==> src/rtl/uart_rx.sv <==
// 8N1 UART receiver with 2-flop input synchroniser and a free-running 16x oversample tick.
// Presents each correctly framed byte with a 1-clk rx_done pulse; bad stop bits pulse frame_err.
module uart_rx #(
  parameter int unsigned BAUD_RATE  = 9600,
  parameter int unsigned SYS_CLK    = 100_000_000,
  parameter int unsigned OVERSAMPLE = 16,
  parameter int unsigned TICK_DIV   = SYS_CLK / (BAUD_RATE * OVERSAMPLE)
) (
  input  logic       clk,
  input  logic       rst,
  input  logic       rx,
  output logic [7:0] rx_data,
  output logic       rx_done,
  output logic       rx_busy,
  output logic       frame_err
);

  localparam int unsigned DIV_W     = (TICK_DIV > 1) ? $clog2(TICK_DIV) : 1;
  localparam int unsigned MID_TICK  = OVERSAMPLE / 2 - 1;
  localparam int unsigned LAST_TICK = OVERSAMPLE - 1;

  localparam logic [DIV_W-1:0] DIV_LAST = DIV_W'(TICK_DIV - 1);
  localparam logic [3:0]       TC_MID   = 4'(MID_TICK);
  localparam logic [3:0]       TC_LAST  = 4'(LAST_TICK);

  typedef enum logic [1:0] {
    S_IDLE  = 2'd0,
    S_START = 2'd1,
    S_DATA  = 2'd2,
    S_STOP  = 2'd3
  } state_t;

  logic             r_rx_meta;
  logic             r_rx_s;
  logic             r_rx_p;
  logic [DIV_W-1:0] r_div;
  state_t           r_state;
  logic [3:0]       r_tick_cnt;
  logic [2:0]       r_bit_cnt;
  logic [7:0]       r_shift;
  logic [7:0]       r_data;
  logic             r_done;
  logic             r_busy;
  logic             r_ferr;

  logic w_fall;
  logic w_tick;

  // Synchroniser; flops preset to idle-high so reset release never fakes an edge
  always_ff @(posedge clk or negedge rst) begin
    if (!rst) begin
      r_rx_meta <= 1'b1;
      r_rx_s    <= 1'b1;
      r_rx_p    <= 1'b1;
    end else begin
      r_rx_meta <= rx;
      r_rx_s    <= r_rx_meta;
      r_rx_p    <= r_rx_s;
    end
  end

  assign w_fall = r_rx_p & ~r_rx_s;

  // Free-running oversample divider, independent of frame timing
  always_ff @(posedge clk or negedge rst) begin
    if (!rst) begin
      r_div <= '0;
    end else if (r_div == DIV_LAST) begin
      r_div <= '0;
    end else begin
      r_div <= r_div + DIV_W'(1);
    end
  end

  assign w_tick = (r_div == DIV_LAST);

  always_ff @(posedge clk or negedge rst) begin
    if (!rst) begin
      r_state    <= S_IDLE;
      r_tick_cnt <= 4'd0;
      r_bit_cnt  <= 3'd0;
      r_shift    <= 8'h00;
      r_data     <= 8'h00;
      r_done     <= 1'b0;
      r_busy     <= 1'b0;
      r_ferr     <= 1'b0;
    end else begin
      r_done <= 1'b0;
      r_ferr <= 1'b0;
      case (r_state)
        S_IDLE: begin
          if (w_fall) begin
            r_state    <= S_START;
            r_tick_cnt <= 4'd0;
            r_busy     <= 1'b1;
          end
        end
        S_START: begin
          if (w_tick) begin
            if (r_tick_cnt == TC_MID) begin
              if (!r_rx_s) begin
                r_state    <= S_DATA;
                r_tick_cnt <= 4'd0;
                r_bit_cnt  <= 3'd0;
              end else begin
                r_state <= S_IDLE;
                r_busy  <= 1'b0;
              end
            end else begin
              r_tick_cnt <= r_tick_cnt + 4'd1;
            end
          end
        end
        S_DATA: begin
          if (w_tick) begin
            if (r_tick_cnt == TC_LAST) begin
              r_shift    <= {r_rx_s, r_shift[7:1]};
              r_tick_cnt <= 4'd0;
              if (r_bit_cnt == 3'd7) begin
                r_state <= S_STOP;
              end else begin
                r_bit_cnt <= r_bit_cnt + 3'd1;
              end
            end else begin
              r_tick_cnt <= r_tick_cnt + 4'd1;
            end
          end
        end
        S_STOP: begin
          // Return to IDLE at mid-stop so a back-to-back start edge is not missed
          if (w_tick) begin
            if (r_tick_cnt == TC_LAST) begin
              if (r_rx_s) begin
                r_data <= r_shift;
                r_done <= 1'b1;
              end else begin
                r_ferr <= 1'b1;
              end
              r_state    <= S_IDLE;
              r_tick_cnt <= 4'd0;
              r_busy     <= 1'b0;
            end else begin
              r_tick_cnt <= r_tick_cnt + 4'd1;
            end
          end
        end
        default: begin
          r_state <= S_IDLE;
          r_busy  <= 1'b0;
        end
      endcase
    end
  end

  assign rx_data   = r_data;
  assign rx_done   = r_done;
  assign rx_busy   = r_busy;
  assign frame_err = r_ferr;

endmodule

==> config.mk <==
export PLATFORM = sky130hd
export DESIGN_NAME = uart_rx
export DESIGN_NICKNAME = d
export VERILOG_FILES = /design/src/rtl/uart_rx.sv
export SDC_FILE = /design/constraint.sdc
export NUM_CORES = 1
export LEC_CHECK = 0
export ABC_AREA = 1
export BUFFER_PORTS_ARGS = -buffer_cell sky130_fd_sc_hd__buf_2
export CAP_MARGIN = 30
export CORE_ASPECT_RATIO = 0.75
export CORE_UTILIZATION = 45
export CTS_BUF_LIST = sky130_fd_sc_hd__clkbuf_8 sky130_fd_sc_hd__clkbuf_16
export DETAILED_ROUTE_END_ITERATION = 7
export MAX_ROUTING_LAYER = met4
export PLACE_DENSITY = 0.74
export REMOVE_ABC_BUFFERS = 1
export SETUP_SLACK_MARGIN = 0.15
export SLEW_MARGIN = 20
export SYNTH_ARGS = -nofsm -noshare
export SYNTH_HDL_FRONTEND = slang
export SYNTH_SLANG_ARGS = --single-unit
==> constraint.sdc <==
create_clock -name clk -period 1.6 [get_ports clk]
set_input_delay 0.48 -clock clk [delete_from_list [all_inputs] [get_ports clk]]
set_output_delay 0.48 -clock clk [all_outputs]
set_load 0.01 [all_outputs]
==> results of run 1 <==
[sequential cells by signal, indices dropped and copies added (netlist names), named ones only]
signal      count
r_rx_s          1
r_bit_cnt       3
r_div          10
frame_err       1
r_rx_p          1
rx_data         8
r_state         1
rx_done         1
r_shift         8
r_rx_meta       1
rx_busy         1
r_tick_cnt      4
[critical path, cell delays in order (launching register included)]
cell,delay [ps]
dfrtp_1,380
inv_1,60
ha_1,140
nand2_1,60
nor2_2,120
nand3_4,150
buf_4,180
a21oi_4,160
nand2_2,90
nand2_1,70
nand2_1,50
[stage by stage]
stage	util, %	area, um^2	TNS (ps)
4_1_cts	56.8	2370	0
3_3_place_gp	51.9	2170	0
2_1_floorplan	-	1990	0
5_1_grt	60.7	2540	-86.7
3_5_place_dp	51.9	2170	0
6_report	60.7	2540	0
[synthesized netlist by cell type]
cell type	number
nand4_1	2
ha_1	5
o21ai_0	8
nand3b_1	3
nand3_1	10
a21oi_1	5
xnor2_1	2
nand2_4	2
xor2_1	4
nor2_1	17
o21a_1	1
nor2_4	1
o21ai_1	1
nand3_2	1
nor3_1	2
a21oi_2	1
nor2_8	1
nand2_2	2
a21o_1	1
nand2_1	61
inv_2	3
dfstp_2	3
nor2_2	1
o21ai_2	15
dfrtp_1	38
inv_1	28
nand3_4	1
nor4_1	1
nor3_2	1
buf_6	2
[logic make-up after synthesis]
logic type                 share of synthesized area, %
and+or+nand+nor                                    25.0
xor gates and xnor gates                           2.61
DFF                                                51.1
adders and majority gates                          3.11
buffers and inverters                              6.90
AOI/OAI and AO/OA                                  11.2
[cell type report]
cell class                 instances  area [um^2]  area share, %
multi-input combinational        149         1010           39.8
tap                               55         68.8           2.71
clock buffer                       5         68.8           2.71
inverter                          31          116           4.58
timing repair buffer              28          178           7.00
clock inverter                     3         65.1           2.56
sequential                        41         1030           40.6
[per-layer routing]
layer	track usage [%]	up-vias
li1	-	773
met1	25.3	754
met2	31.4	46
met3	4.58	9
met4	7.79	0
met5	-	-
[power breakdown]
part           switching, mW  internal, mW
clock network          0.364         0.620
registers             0.0740          1.11
logic                  0.548         0.297
[worst min path at each step]
stage          cells past startpoint  slack, ps                 from                   endpoint
2_1_floorplan                      0        180                  rst                  async pin
3_3_place_gp                       0        350  r_rx_meta$_DFF_PN1_           r_rx_s$_DFF_PN1_
3_5_place_dp                       0        350  r_rx_meta$_DFF_PN1_           r_rx_s$_DFF_PN1_
4_1_cts                            2        140                  rst  r_tick_cnt[1]$_DFFE_PN0P_
5_1_grt                            2        150                  rst         r_div[8]$_DFF_PN0_
6_report                           2        140                  rst  r_tick_cnt[1]$_DFFE_PN0P_
[repair_timing]
item | CTS | global route
cloned | 0 | 0
pin swaps | 5 | 8
setup endpoints to repair | 29 | 36
hold buffers | 0 | 0
buffers inserted | 5 | 4
resized for setup | 14 | 36
==> flow_metrics.py, run 1 <==
metrics = {
    "yosys": {
        "yosysTopAreaCellShare_pct": 47.2,
        "synth-seq-cells": 41,
        "synth_largest_area_cell": "dfrtp_1",
        "yosysWarnings": 0,
        "synth_area_per_cell_um2": 9.03,
        "yosys-top-cells-area": "dfrtp_1 47%, nand2_1 11%, o21ai_2 6.5%",
        "netlist_area_um2": 2010,
        "syn_inst": 223,
        "ys_seq_area_share_pct": 51.1,
        "synth_cell_types": 30,
    },
    "sta": {
        "finClkSkew_ps": 5.28,
        "slew_headroom_pct": 77.3,
        "final-setup-viol-count": 0,
        "rsz0062_at_grt": "yes",
        "layout_min_cycle_time_ps": 1560,
        "worst_hold_slack_ps": 139,
        "max_clock_freq_mhz": 640,
        "fin_crit_sh_pct": 97.6,
        "maxSlewViolCount": 0,
        "hold_violations": 0,
        "tightest_slew_ps": 339,
        "setup_slack_ps": 38.3,
    },
    "clock_network": {
        "cts_tree": "built",
        "clkTransAtPathRegs_ps": 80,
        "cts_max_level": 2,
        "cts-root-buf": "clkbuf_8",
        "numCtsBuffers": 5,
        "clkSinkCount": 41,
        "clk_latency_ps": 300,
        "clk_path_buf_depth": 2,
    },
    "run_status": {
        "status": "finished clean",
    },
    "grt": {
        "antenna_found_initial": 0,
        "grt_pass1_wl_um": 6840,
        "grt_usage_pct": 20.0,
        "grt_remaining_overflow": 0,
        "grt_pass1_vias": 1493,
        "grt_max_degree": 25,
    },
    "cells_and_area": {
        "drive_gt1_share_pct": 39.7,
        "area_growth_pct": 26.1,
        "layout_commonest_cell": "nand2_1",
        "stdcell_count": 312,
        "mostFrequentLayoutCells": "43 x nand2_1, 37 x dfrtp_1, 24 x inv_1",
        "nNetsFinal": 264,
        "diodes": 0,
        "fillers": 329,
    },
    "die": {
        "start_util_pct": 48.2,
        "die_w_um": 79.2,
        "dieArea_um2": 4750,
        "num_rows": 20,
        "pin_count": 14,
        "coreArea_um2": 4180,
        "die_h_um": 59.9,
    },
    "detailed_routing": {
        "maxUsedRoutingLayer": "met4",
        "wl_per_cell_um": 13.4,
        "drc": 0,
        "ant_nets": 0,
        "met3_wirelength_um": 208,
        "firstDrtPassIters": 4,
        "vias": 1582,
        "drtIter0Drc": 133,
        "viasPerCell": 5.07,
        "drt_wl_total_um": 4180,
        "wl_met2_um": 1970,
        "wl_met1_um": 1930,
    },
    "power_and_ir_drop": {
        "finalPower_mw": 3.01,
        "leakagePower_nw": 1.23,
        "ir_drop_uv": 889,
        "powerDensity_nw_per_um2": 1190,
    },
    "worst_setup_path": {
        "path_class": "reg2reg",
        "reg2reg_to": "r_bit_cnt[1]$_DFFE_PN0P_",
        "rr_worst_depth": 10,
        "r2r-start": "r_div[0]$_DFF_PN0_",
        "worstSetupStartpoint": "r_div[0]$_DFF_PN0_",
        "regToRegSetupSlack_ps": 40,
        "endpoint_kind": "flip-flop",
        "required_ps": 1790,
        "cp.arrival_ps": 1750,
        "crit_fanout": 6,
        "worst_setup_path_start_kind": "flip-flop",
        "endpoint": "r_bit_cnt[1]$_DFFE_PN0P_",
    },
    "place": {
        "place.gp.congestion": 0.972,
        "port_buffers": 13,
        "place_inst": 295,
        "dp_slack_ps": 19.6,
        "dp_hpwl_um": 2680,
    },
    "flow_run": {
        "max_cap_viol_count": 0,
    },
    "hold_path": {
        "hold_path.class": "in2async",
    },
}
(Power assumes the default switching activity.)
==> run 2: changes to the inputs <==
==> constraint.sdc (replaced) <==
create_clock -name clk -period 1.6 [get_ports clk]
set_input_delay 0.08 -clock clk [delete_from_list [all_inputs] [get_ports clk]]
set_output_delay 0.08 -clock clk [all_outputs]
set_load 0.01 [all_outputs]
==> run 2 against run 1 <==
  * Final cell count rose by 1.3%
  * Clock-buffer cell count did not move
  * Register-to-register slack barely moved
  * Non-clock buffer count rose by 2
  * Global-route usage fell by 0.73 points
  * Core utilization did not move
  * Clock power fell by 34%
  * Sequential cell count did not move
  * Critical endpoint is now r_shift[7]$_DFFE_PN0P_
  * Largest cell class unchanged
  * Highest routed layer unchanged
==> flow_metrics.py, run 2 (synthesis gave the netlist of run 1 again) <==
metrics = {
    "flow_run": {
        "max_cap_viol_count": 0,
    },
    "cells_and_area": {
        "layout_commonest_cell": "nand2_1",
        "drive_gt1_share_pct": 36.8,
        "area_growth_pct": 26.1,
        "nNetsFinal": 268,
        "mostFrequentLayoutCells": "49 x nand2_1, 37 x dfrtp_1, 24 x inv_1, 16 x o21ai_2",
        "final_util_pct": 60.7,
        "regMostFlops": "r_div",
        "largest_register_ff_count": 10,
        "diodes": 0,
    },
    "worst_setup_path": {
        "cp.arrival_ps": 1750,
        "crit_fanout": 8,
        "endpoint_kind": "flip-flop",
        "worst_setup_path_start_kind": "flip-flop",
        "max_stage_delay_ps": 380,
        "worstSetupStartpoint": "r_div[0]$_DFF_PN0_",
        "path_cells": "inv_1 -> ha_1 -> nand2_2 -> nor2_4 -> nand3_4 -> nor2_8 -> buf_6 -> nand2_8 -> nand2_2 -> o21ai_2",
        "path_class": "reg2reg",
        "required_ps": 1790,
        "cpMaxStageDelayCell": "dfrtp_1",
        "crit_path_frequent_cell": "nand2_2",
        "critPathBufInv": 2,
        "r2r-start": "r_div[0]$_DFF_PN0_",
        "critPathTopFamily": "simple AND/OR/NAND/NOR gates",
    },
    "place": {
        "port_buffers": 13,
        "dp_slack_ps": 21.7,
        "dp_hpwl_um": 2550,
        "place.gp.congestion": 0.984,
    },
    "die": {
        "coreArea_um2": 4180,
        "dieArea_um2": 4750,
        "num_rows": 20,
        "die_w_um": 79.2,
        "pin_count": 14,
        "die_h_um": 59.9,
        "start_util_pct": 48.2,
    },
    "sta": {
        "fin_crit_sh_pct": 97.3,
        "max_clock_freq_mhz": 642,
        "layout_min_cycle_time_ps": 1560,
        "final-setup-viol-count": 0,
        "slew_headroom_pct": 71.6,
        "tightest_slew_ps": 426,
        "rsz0062_at_grt": "yes",
        "hold_violations": 0,
        "setup_slack_ps": 42.9,
        "finClkSkew_ps": 5.50,
        "maxSlewViolCount": 0,
    },
    "hold_path": {
        "hold_path.class": "in2async",
    },
    "detailed_routing": {
        "viasPerCell": 4.97,
        "drtIter0Drc": 57,
        "firstDrtPassIters": 4,
        "wl_per_cell_um": 12.6,
        "drc": 0,
        "wl_met2_um": 1820,
        "ant_nets": 0,
        "met3_wirelength_um": 139,
        "wl_met1_um": 1940,
        "vias": 1571,
        "maxUsedRoutingLayer": "met4",
        "drt_wl_total_um": 3980,
    },
    "grt": {
        "grt_usage_pct": 19.2,
        "antenna_found_initial": 0,
        "grt_max_degree": 25,
        "grt_remaining_overflow": 0,
        "grt_pass1_wl_um": 6640,
        "grt_pass1_vias": 1466,
    },
    "power_and_ir_drop": {
        "powerDensity_nw_per_um2": 1050,
        "leakagePower_nw": 1.24,
        "finalPower_mw": 2.67,
        "ir_drop_uv": 703,
    },
    "run_status": {
        "status": "finished clean",
    },
    "clock_network": {
        "clk_latency_ps": 300,
        "clkTransAtPathRegs_ps": 80,
        "cts-root-buf": "clkbuf_8",
        "cts_tree": "built",
        "numCtsBuffers": 5,
        "clk_path_buf_depth": 2,
        "clkSinkCount": 41,
        "cts_max_level": 2,
    },
}
[run 2: repair_timing]
item / CTS / global route
resized for setup: 23 / 24
buffers inserted: 6 / 4
hold endpoints to repair: 18 / 0
setup endpoints to repair: 28 / 31
cloned: 2 / 0
hold buffers: 2 / 0
pin swaps: 3 / 8
[run 2: worst register-to-register path, cell delays in order, from the launching register on]
cell and delay [ps]:
dfrtp_1 380, inv_1 60, ha_1 150, nand2_2 70, nor2_4 120, nand3_4 170
nor2_8 160, buf_6 130, nand2_8 100, nand2_2 80, o21ai_2 40
[run 2: layout make-up]
cell class | count | area (um^2)
inverter | 31 | 123
sequential | 41 | 1030
fill | 336 | 1640
tap | 55 | 68.8
timing repair buffer | 30 | 214
clock inverter | 3 | 13.8
multi-input combinational | 151 | 1020
clock buffer | 5 | 68.8
[run 2: path summary, 6_finish.rpt]
path                       cells after the start  slack (ps)                      to
max                                           10          40  r_shift[7]$_DFFE_PN0P_
min                                            2         250      r_div[6]$_DFF_PN0_
max reg2reg                                   10          40  r_shift[7]$_DFFE_PN0P_
min reg2reg                                    0         360        r_rx_s$_DFF_PN1_
max in group asynchronous                      3         800        r_rx_s$_DFF_PN1_
min in group clk                               0         360        r_rx_s$_DFF_PN1_
[run 2: metal layers]
layer  up-vias  track usage [%]
met1       749             25.1
met3         8             4.58
met2        29             29.4
li1        785                -
met4         0             7.01
met5         -                -
[run 2: stage by stage]
stage	cells	cell area [um^2]	setup TNS (ps)	hold slack [ps]
2_1_floorplan	221	1990	0	-216
3_3_place_gp	294	2170	0	40.3
3_5_place_dp	294	2170	0	46.7
4_1_cts	312	2430	0	255
5_1_grt	316	2540	-328	299
6_report	316	2540	0	251
[run 2: power by group]
group          switching (mW)  internal (mW)  leakage (nW)
sequential             0.0790           1.11         0.535
clock                   0.355          0.296        0.0491
combinational           0.529          0.303         0.651
total                   0.964           1.71          1.24
==> run 3: changes to the inputs <==
--- a/config.mk
+++ b/config.mk
@@ -13,7 +13,6 @@
 export CTS_BUF_LIST = sky130_fd_sc_hd__clkbuf_8 sky130_fd_sc_hd__clkbuf_16
 export DETAILED_ROUTE_END_ITERATION = 7
 export MAX_ROUTING_LAYER = met4
-export PLACE_DENSITY = 0.74
 export REMOVE_ABC_BUFFERS = 1
 export SETUP_SLACK_MARGIN = 0.15
 export SLEW_MARGIN = 20
==> constraint.sdc (replaced) <==
create_clock -name clk -period 1.58 [get_ports clk]
set_input_delay 0.079 -clock clk [delete_from_list [all_inputs] [get_ports clk]]
set_output_delay 0.079 -clock clk [all_outputs]
set_load 0.01 [all_outputs]
==> run 3 against run 2 <==
  * Global-route usage is 1.6 points lower
  * Total power is 1.0% higher
  * Highest routed layer unchanged
  * Die area stayed put
  * Critical endpoint is now rx_data[6]$_DFFE_PN0P_
  * Cell area is 0.94% lower
==> flow_metrics.py, run 3 (synthesis gave the netlist of run 1 again) <==
metrics = {
    "run_status": {
        "status": "finished clean",
    },
    "die": {
        "pin_count": 14,
        "die_h_um": 59.9,
        "dieArea_um2": 4750,
        "die_w_um": 79.2,
        "start_util_pct": 48.2,
        "coreArea_um2": 4180,
        "num_rows": 20,
    },
    "place": {
        "dp_hpwl_um": 2580,
        "place_inst": 301,
        "place.gp.congestion": 0.794,
        "port_buffers": 13,
    },
    "clock_network": {
        "cts-root-buf": "clkbuf_8",
        "cts_tree": "built",
        "clkTransAtPathRegs_ps": 80,
        "cts_max_level": 2,
        "clk_latency_ps": 290,
        "clkSinkCount": 41,
        "clk_path_buf_depth": 2,
        "numCtsBuffers": 5,
    },
    "detailed_routing": {
        "drc": 0,
        "ant_nets": 0,
        "wl_per_cell_um": 12.0,
        "vias": 1522,
        "firstDrtPassIters": 4,
        "drtIter0Drc": 101,
        "viasPerCell": 4.82,
        "drt_wl_total_um": 3780,
    },
    "hold_path": {
        "hold_path.class": "in2async",
    },
    "grt": {
        "grt_remaining_overflow": 0,
        "antenna_found_initial": 0,
        "grt_usage_pct": 17.6,
        "grt_pass1_wl_um": 6090,
        "grt_max_degree": 21,
        "grt_pass1_vias": 1313,
    },
    "sta": {
        "maxSlewViolCount": 0,
        "tightest_slew_ps": 431,
        "rsz0062_at_grt": "yes",
        "finClkSkew_ps": 6.68,
        "max_clock_freq_mhz": 650,
        "hold_violations": 0,
        "slew_headroom_pct": 71.3,
        "fin_crit_sh_pct": 97.4,
        "final-setup-viol-count": 0,
        "fin_setup_tns_ps": 0,
        "layout_min_cycle_time_ps": 1540,
    },
    "power_and_ir_drop": {
        "leakagePower_nw": 1.22,
        "powerDensity_nw_per_um2": 1070,
        "ir_drop_uv": 532,
    },
    "worst_setup_path": {
        "endpoint_kind": "flip-flop",
        "required_ps": 1760,
        "path_class": "reg2reg",
        "worst_setup_path_start_kind": "flip-flop",
        "cp.arrival_ps": 1720,
        "crit_fanout": 16,
    },
    "cells_and_area": {
        "area_growth_pct": 24.9,
        "drive_gt1_share_pct": 37.2,
        "layout_commonest_cell": "nand2_1",
        "regMostFlops": "r_div",
        "stdcell_count": 316,
        "diodes": 0,
        "mostFrequentLayoutCells": "51 x nand2_1, 37 x dfrtp_1, 24 x inv_1, 16 x o21ai_2, 16 x buf_4",
        "nNetsFinal": 268,
        "largest_register_ff_count": 10,
    },
    "flow_run": {
        "max_cap_viol_count": 0,
    },
}
run 3: what timing repair did:
item,CTS,global route
pin swaps,3,9
setup endpoints to repair,29,32
hold buffers,2,0
setup buffers,1,4
gates resized for setup,5,34
endpoints found under the hold margin,19,0
run 3: path summary, 6_finish.rpt:
path                                      from                      to  slack (ps)  depth (start not counted)
max                         r_div[0]$_DFF_PN0_  rx_data[6]$_DFFE_PN0P_          40                          9
min                                        rst      r_div[8]$_DFF_PN0_         250                          2
max reg2reg                 r_div[0]$_DFF_PN0_  rx_data[6]$_DFFE_PN0P_          40                          9
min reg2reg                r_rx_meta$_DFF_PN1_        r_rx_s$_DFF_PN1_         360                          0
max in group asynchronous                  rst     r_rx_meta$_DFF_PN1_         720                          3
min in group clk           r_rx_meta$_DFF_PN1_        r_rx_s$_DFF_PN1_         360                          0
run 3: report_power, final:
part	internal (mW)	leakage, nW	switching [mW]
registers	1.12	0.535	0.0911
clock network	0.305	0.0439	0.361
logic	0.314	0.641	0.507
total	1.74	1.22	0.959
run 3: final cells by class:
class	instances	area, um^2
clock inverters	3	17.5
clock buffers	5	68.8
multi-input cells	149	981
repair buffers	32	225
flip-flops and latches	41	1030
well taps	55	68.8
inverters	31	123
fillers	340	1660
run 3: worst max-delay path, cell delays in order (launching register included):
cell	delay, ps
dfrtp_1	380
inv_1	60
ha_2	170
nand2_2	70
nor2_4	100
nand3_4	170
nor2_8	200
nand2_8	130
nand2_1	110
o21ai_2	50
run 3: per-stage QoR:
step | util, % | hold slack, ps | cell area (um^2) | setup slack [ps] | total power [mW]
finish | 60.2 | 253 | 2510 | 41.4 | 2.70
detailed placement | 53.0 | 48.5 | 2210 | 17.6 | 1.89
global placement | 53.0 | 41.9 | 2210 | 34.4 | 1.89
floorplan | - | -217 | 1990 | 72.2 | 1.66
CTS | 56.1 | 267 | 2340 | 68.9 | 2.59
global route | 60.2 | 320 | 2510 | -91.3 | 2.89
run 3: routing by layer:
layer  routed length (um)  GRT usage, %
met1                 1980          25.7
met2                 1660          24.3
met3                   88          5.04
met4                   50          3.90
met5                    0             -
